--- src/rtl/falafel_pkg.sv ---
// Shared types and constants for the falafel response path.
package falafel_pkg;

  localparam int DATA_W      = 64;
  localparam int MSG_ID_W    = 8;
  localparam int NUM_ENTRIES = 4;

  typedef struct packed {
    logic [DATA_W-MSG_ID_W-3:0] reserved;
    logic                       fail;
    logic                       is_alloc;
    logic [MSG_ID_W-1:0]        id;
  } rsp_hdr_t;

  typedef enum logic [1:0] {
    IDLE = 2'd0,
    HDR  = 2'd1,
    DATA = 2'd2
  } rsp_state_e;

endpackage

--- src/rtl/falafel_sync_fifo.sv ---
// Synchronous FIFO whose read data is a register always holding the current head entry.
module falafel_sync_fifo #(
  parameter int WIDTH = 8,
  parameter int DEPTH = 4
) (
  input  logic                   clk_i,
  input  logic                   rst_i,
  input  logic                   push_i,
  input  logic [WIDTH-1:0]       wdata_i,
  input  logic                   pop_i,
  output logic [WIDTH-1:0]       rdata_o,
  output logic                   full_o,
  output logic                   empty_o,
  output logic [$clog2(DEPTH):0] count_o
);

  localparam int AW = $clog2(DEPTH);
  localparam int CW = AW + 1;

  logic [WIDTH-1:0] mem_r [DEPTH];
  logic [AW-1:0]    wr_ptr_r;
  logic [AW-1:0]    rd_ptr_r;
  logic [AW-1:0]    rd_ptr_s;
  logic [CW-1:0]    count_r;
  logic [CW-1:0]    count_s;
  logic [WIDTH-1:0] head_r;
  logic [WIDTH-1:0] head_s;
  logic             push_s;
  logic             pop_s;

  // Next-state for pointers, count and the head register.
  always_comb begin
    push_s   = push_i && (count_r != CW'(DEPTH));
    pop_s    = pop_i && (count_r != {CW{1'b0}});
    count_s  = count_r + CW'(push_s) - CW'(pop_s);
    rd_ptr_s = pop_s ? (rd_ptr_r + AW'(1)) : rd_ptr_r;
    // A write landing in an otherwise empty buffer becomes the head directly.
    if (push_s && ((count_r - CW'(pop_s)) == {CW{1'b0}})) begin
      head_s = wdata_i;
    end else begin
      head_s = mem_r[rd_ptr_s];
    end
  end

  // Storage array; contents need no reset since count gates their use.
  always_ff @(posedge clk_i) begin
    if (push_s) begin
      mem_r[wr_ptr_r] <= wdata_i;
    end
  end

  // Pointers, count and head register.
  always_ff @(posedge clk_i) begin
    if (rst_i) begin
      wr_ptr_r <= {AW{1'b0}};
      rd_ptr_r <= {AW{1'b0}};
      count_r  <= {CW{1'b0}};
      head_r   <= {WIDTH{1'b0}};
    end else begin
      if (push_s) begin
        wr_ptr_r <= wr_ptr_r + AW'(1);
      end
      rd_ptr_r <= rd_ptr_s;
      count_r  <= count_s;
      head_r   <= head_s;
    end
  end

  assign rdata_o = head_r;
  assign full_o  = (count_r == CW'(DEPTH));
  assign empty_o = (count_r == {CW{1'b0}});
  assign count_o = count_r;

endmodule

--- src/rtl/falafel_rsp_packer.sv ---
// Buffers allocator results and serialises them as header (+ data) response beats.
module falafel_rsp_packer #(
  parameter int MSG_ID_W    = falafel_pkg::MSG_ID_W,
  parameter int NUM_ENTRIES = falafel_pkg::NUM_ENTRIES
) (
  input  logic                          clk_i,
  input  logic                          rst_i,
  input  logic                          res_val_i,
  output logic                          res_rdy_o,
  input  logic                          res_is_alloc_i,
  input  logic [MSG_ID_W-1:0]           res_id_i,
  input  logic [falafel_pkg::DATA_W-1:0] res_data_i,
  output logic                          rsp_val_o,
  input  logic                          rsp_rdy_i,
  output logic [falafel_pkg::DATA_W-1:0] rsp_data_o,
  output logic                          rsp_last_o,
  output logic [$clog2(NUM_ENTRIES):0]  occupancy_o
);

  import falafel_pkg::*;

  localparam int ENTRY_W = 1 + MSG_ID_W + DATA_W;
  localparam int CW      = $clog2(NUM_ENTRIES) + 1;

  rsp_state_e         state_r;
  rsp_state_e         state_s;
  logic               rdy_r;
  logic               push_s;
  logic               pop_s;
  logic               remain_s;
  logic [ENTRY_W-1:0] head_s;
  logic               head_alloc_s;
  logic [MSG_ID_W-1:0] head_id_s;
  logic [DATA_W-1:0]  head_data_s;
  logic [DATA_W-1:0]  hdr_s;
  logic               fifo_full_s;
  logic               fifo_empty_s;
  logic [CW-1:0]      fifo_count_s;
  logic [CW-1:0]      occ_next_s;
  logic               rsp_val_s;
  logic [DATA_W-1:0]  rsp_data_s;
  logic               rsp_last_s;

  assign push_s = res_val_i && rdy_r && !fifo_full_s;

  falafel_sync_fifo #(
    .WIDTH (ENTRY_W),
    .DEPTH (NUM_ENTRIES)
  ) u_fifo (
    .clk_i   (clk_i),
    .rst_i   (rst_i),
    .push_i  (push_s),
    .wdata_i ({res_is_alloc_i, res_id_i, res_data_i}),
    .pop_i   (pop_s),
    .rdata_o (head_s),
    .full_o  (fifo_full_s),
    .empty_o (fifo_empty_s),
    .count_o (fifo_count_s)
  );

  assign head_alloc_s = head_s[ENTRY_W-1];
  assign head_id_s    = head_s[DATA_W +: MSG_ID_W];
  assign head_data_s  = head_s[DATA_W-1:0];

  // Header beat: id, is_alloc, fail (alloc returning address 0), zero above.
  always_comb begin
    hdr_s                 = {DATA_W{1'b0}};
    hdr_s[MSG_ID_W-1:0]   = head_id_s;
    hdr_s[MSG_ID_W]       = head_alloc_s;
    hdr_s[MSG_ID_W+1]     = head_alloc_s && (head_data_s == {DATA_W{1'b0}});
  end

  // Message FSM; outputs decode only registered state and the registered head.
  always_comb begin
    state_s    = state_r;
    pop_s      = 1'b0;
    rsp_val_s  = 1'b0;
    rsp_data_s = {DATA_W{1'b0}};
    rsp_last_s = 1'b0;
    // A same-cycle push keeps the stream going without a bubble.
    remain_s   = (fifo_count_s > CW'(1)) || push_s;
    case (state_r)
      IDLE: begin
        if (!fifo_empty_s || push_s) begin
          state_s = HDR;
        end else begin
          state_s = IDLE;
        end
      end
      HDR: begin
        rsp_val_s  = 1'b1;
        rsp_data_s = hdr_s;
        rsp_last_s = !head_alloc_s;
        if (rsp_rdy_i) begin
          if (head_alloc_s) begin
            state_s = DATA;
          end else begin
            pop_s   = 1'b1;
            state_s = remain_s ? HDR : IDLE;
          end
        end else begin
          state_s = HDR;
        end
      end
      DATA: begin
        rsp_val_s  = 1'b1;
        rsp_data_s = head_data_s;
        rsp_last_s = 1'b1;
        if (rsp_rdy_i) begin
          pop_s   = 1'b1;
          state_s = remain_s ? HDR : IDLE;
        end else begin
          state_s = DATA;
        end
      end
      default: begin
        state_s = IDLE;
      end
    endcase
    occ_next_s = fifo_count_s + CW'(push_s) - CW'(pop_s);
  end

  // State register and ready flag; ready reflects start-of-cycle occupancy.
  always_ff @(posedge clk_i) begin
    if (rst_i) begin
      state_r <= IDLE;
      rdy_r   <= 1'b0;
    end else begin
      state_r <= state_s;
      rdy_r   <= (occ_next_s < CW'(NUM_ENTRIES));
    end
  end

  assign res_rdy_o   = rdy_r;
  assign rsp_val_o   = rsp_val_s;
  assign rsp_data_o  = rsp_data_s;
  assign rsp_last_o  = rsp_last_s;
  assign occupancy_o = fifo_count_s;

endmodule

--- config.mk ---
export PLATFORM = sky130hd
export DESIGN_NAME = falafel_rsp_packer
export DESIGN_NICKNAME = d
export VERILOG_FILES = /design/src/rtl/falafel_pkg.sv /design/src/rtl/falafel_sync_fifo.sv /design/src/rtl/falafel_rsp_packer.sv
export SDC_FILE = /design/constraint.sdc
export NUM_CORES = 1
export LEC_CHECK = 0
export ABC_CLOCK_PERIOD_IN_PS = 3500
export CAP_MARGIN = 20
export CORE_MARGIN = 3
export CORE_UTILIZATION = 51
export CTS_CLUSTER_DIAMETER = 200
export DETAILED_ROUTE_END_ITERATION = 10
export GPL_TIMING_DRIVEN = 0
export HOLD_SLACK_MARGIN = 0.06
export PLACE_DENSITY = 0.75
export SETUP_SLACK_MARGIN = 0.5
export SYNTH_ARGS = -nofsm -noshare
export SYNTH_HDL_FRONTEND = slang
export SYNTH_HIERARCHICAL = 1
export SYNTH_SLANG_ARGS = --single-unit
export TNS_END_PERCENT = 1
--- constraint.sdc ---
create_clock -name clk_i -period 3.5 [get_ports clk_i]
set_input_delay 0.525 -clock clk_i [delete_from_list [all_inputs] [get_ports clk_i]]
set_output_delay 0.525 -clock clk_i [all_outputs]
set_load 0.05 [all_outputs]
==> reports/qor.txt <==
Largest net degree at the start of global routing: 54
Hold endpoint: u_fifo/rdata_o[28]$_SDFF_PP0_
Setup WS pre-CTS: -20.0 ps
# setup viols final: 0
P per Cell Area: 639 nW/um^2
Setup Skew: 17.8 ps
RSZ-0062 raised after global routing: yes
Synth top area cells: edfxtp_1 (59%), dfxtp_1 (11%), mux2i_1 (9.8%)
IO buf count: 146
Max-Cap Viols: 0
I/O pin cnt: 147
R2R depth: 15
Final Slew Violations: 0
Routed length per placed instance: 22.4 um
Syn Area/Cell: 16.8 sq um
Setup TNS: 0 ps
CTS Sinks: 375
Post-synth top area share: 58.6%
Max FO, Critical Path: 4
Drt first pass iters: 6
CTS buffer count: 38
Top Layer Used: met5
Post-synth top cells: edfxtp_1 (292), mux2i_1 (147), dfxtp_1 (83)
Starting DRT DRC Count: 657
Routed wl met3: 2000 um
Hold_sp: u_fifo/mem_r[3][28]$_DFFE_PP_
Clock latency on the worst-skew pair: 520 ps
Lkg Pwr: 7.30 nW
Nets: 1179
Worst-Margin Slew: 770 ps
Crit path DAT: 2630 ps
Fin cells: 1500
Crit. End Element: output pin
Initial antenna violation count: 5
Final worst-path cycle share: 90.1%
Met2 Wirelength: 16300 um
Grt ovf: 0
Hold Buf Count CTS: 0
Ys flop type: edfxtp_1
Vias: 8274
Most frequent cell after synthesis: edfxtp_1
First-pass GRT wire length: 49700 um
Yosys warnings: 6
Outcome: finished clean
Hpwl dp: 21100 um
Die Area: 31400 sq um
Register area share after synthesis: 69.8%
Critical Path RT: 2970 ps
Finished Cell Area: 18700 sq um
Cells on Worst Hold Path: 2
Height of the die: 177 um
Worst flop-to-flop path startpoint: state_r[1]$_SDFF_PP0_
Core Rows: 62
Residual DRC: 0
Gate Count Post-Synth: 890
M1 WL: 14600 um
Fmax: 317 MHz
Post-route antenna net violation count: 0
Post-route setup slack: 346 ps
Global router's overall resource usage: 21.1%
Clock-pin slew on the worst setup and hold paths: 60 ps
Layout cell share with drive strength beyond 1: 19.4%
Via/cell ratio: 5.52
Diodes inserted: 0
Die width: 177 um
Core area: 28800 sq um
Area leader, netlist: edfxtp_1
Mapped cell area: 15000 sq um
Dpl cells: 1424
Routed wire length: 33600 um
Synthesis-stage register bit count: 375
Syn Nets: 982
Initial Util: 52.0%
Slew margin rel.: 48.2%
Final min period: 3150 ps
Maximum vdd drop: 0.415 mV
Gpl congestion: 0.766
Setup crit start kind: register
Distinct cell type count after synthesis: 49
Placement Cell Area: 17000 sq um
Fillers: 2000
Endpoints failing hold: 0
FF-to-FF setup slack: 410 ps
CTS max path bufs: 3
Final core utilization: 65.0%
Asr flop ratio synth: 0%
Worst min path class: reg2reg
TritonCTS clock tree: built
Area growth syn-to-layout: 25.1%
Post-synth EDFFs: 292
CTS root buffer: clkbuf_16
Clock H-tree levels: 2
WS Path Type: reg2out
Vias in the first global route: 8274
Reg2reg end: u_fifo/rdata_o[56]$_SDFF_PP0_
-- sequential cells by signal, indices dropped and copies added (netlist names) --
register and count:
u_fifo/rd_ptr_r 2, u_fifo/rdata_o 73, u_fifo/mem_r 292, res_rdy_o 1, state_r 2, u_fifo/count_o 3, u_fifo/wr_ptr_r 2
-- where the power goes --
group | switching (mW) | internal, mW | total (mW)
Sequential | 0.318 | 5.47 | 5.79
Combinational | 1.22 | 0.834 | 2.06
Clock | 1.62 | 2.49 | 4.10
Total | 3.16 | 8.79 | 12.0
-- cells by family (layout without fill, tap and decap cells) --
family | Yosys count | after routing | synth area share, %
AOI/OAI and AO/OA | 94 | 94 | 8.42
xor gates and xnor gates | 6 | 6 | 0.402
adders and majority gates | 15 | 15 | 1.31
buffers and inverters | 65 | 291 | 3.57
DFF | 375 | 375 | 69.8
muxes | 147 | 147 | 9.84
and+or+nand+nor | 188 | 188 | 6.70
-- per-layer routing --
layer / vias up / GRT usage [%]
li1: 3828 / -
met4: 6 / 5.63
met1: 4129 / 29.6
met5: - / 0
met3: 51 / 4.18
met2: 260 / 34.1
-- timing repair --
item	CTS	global route
hold endpoints to repair	0	0
setup endpoints to repair	137	265
setup buffers	1	3
gates resized for setup	38	71
pin swaps	1	3
gates cloned	0	3
-- area by class of cell --
type	count	area [sq um]	share of cell area, %
Tap cell	384	480	2.57
Multi-Input combinational cell	450	4190	22.4
Timing Repair Buffer	157	1660	8.89
Clock inverter	16	209	1.12
Inverter	15	56.3	0.301
Buffer	50	604	3.23
Clock buffer	53	1060	5.66
Sequential cell	375	10400	55.8
-- layout by cell type, fill, tap and decap left out, types with 14 or more instances in the layout --
master and instances:
and2_1 53, buf_12 18, clkbuf_1 14, clkbuf_16 42, clkbuf_2 14, clkdlybuf4s50_1 133
dfxtp_1 81, edfxtp_1 292, mux2i_1 147, nand2_1 76, o221ai_2 62
-- worst max-delay path by stage --
| stage | slack [ps] | endpoint | startpoint | cells past startpoint |
|---|---|---|---|---|
| 6_report | 350 | rsp_data_o[9] | state_r[1]$_SDFF_PP0_ | 7 |
| 2_1_floorplan | 440 | u_fifo/mem_r[0][0]$_DFFE_PP_ | u_fifo/count_o[1]$_SDFF_PP0_ | 6 |
| 5_1_grt | 300 | rsp_data_o[9] | state_r[0]$_SDFF_PP0_ | 7 |
| 3_3_place_gp | -350 | u_fifo/mem_r[0][56]$_DFFE_PP_ | res_val_i | 6 |
| 3_5_place_dp | -20 | rsp_data_o[9] | state_r[0]$_SDFF_PP0_ | 7 |
| 4_1_cts | 250 | rsp_data_o[9] | state_r[0]$_SDFF_PP0_ | 7 |
-- worst max-delay path, cell delays in order (launching register included) --
cell and delay [ps]:
dfxtp_4 370, inv_2 40, ha_2 400, nor4b_4 290
nand4_1 200, or3_1 410, o21ai_2 200, buf_6 190
-- stage by stage --
stage | total power [mW] | hold WS (ps)
floorplan | 7.01 | 505
global placement | 7.72 | 518
detailed placement | 7.79 | 532
CTS | 11.9 | 545
global route | 12.4 | 575
finish | 12.0 | 541
Note: power is estimated with default switching activity, not from simulation.
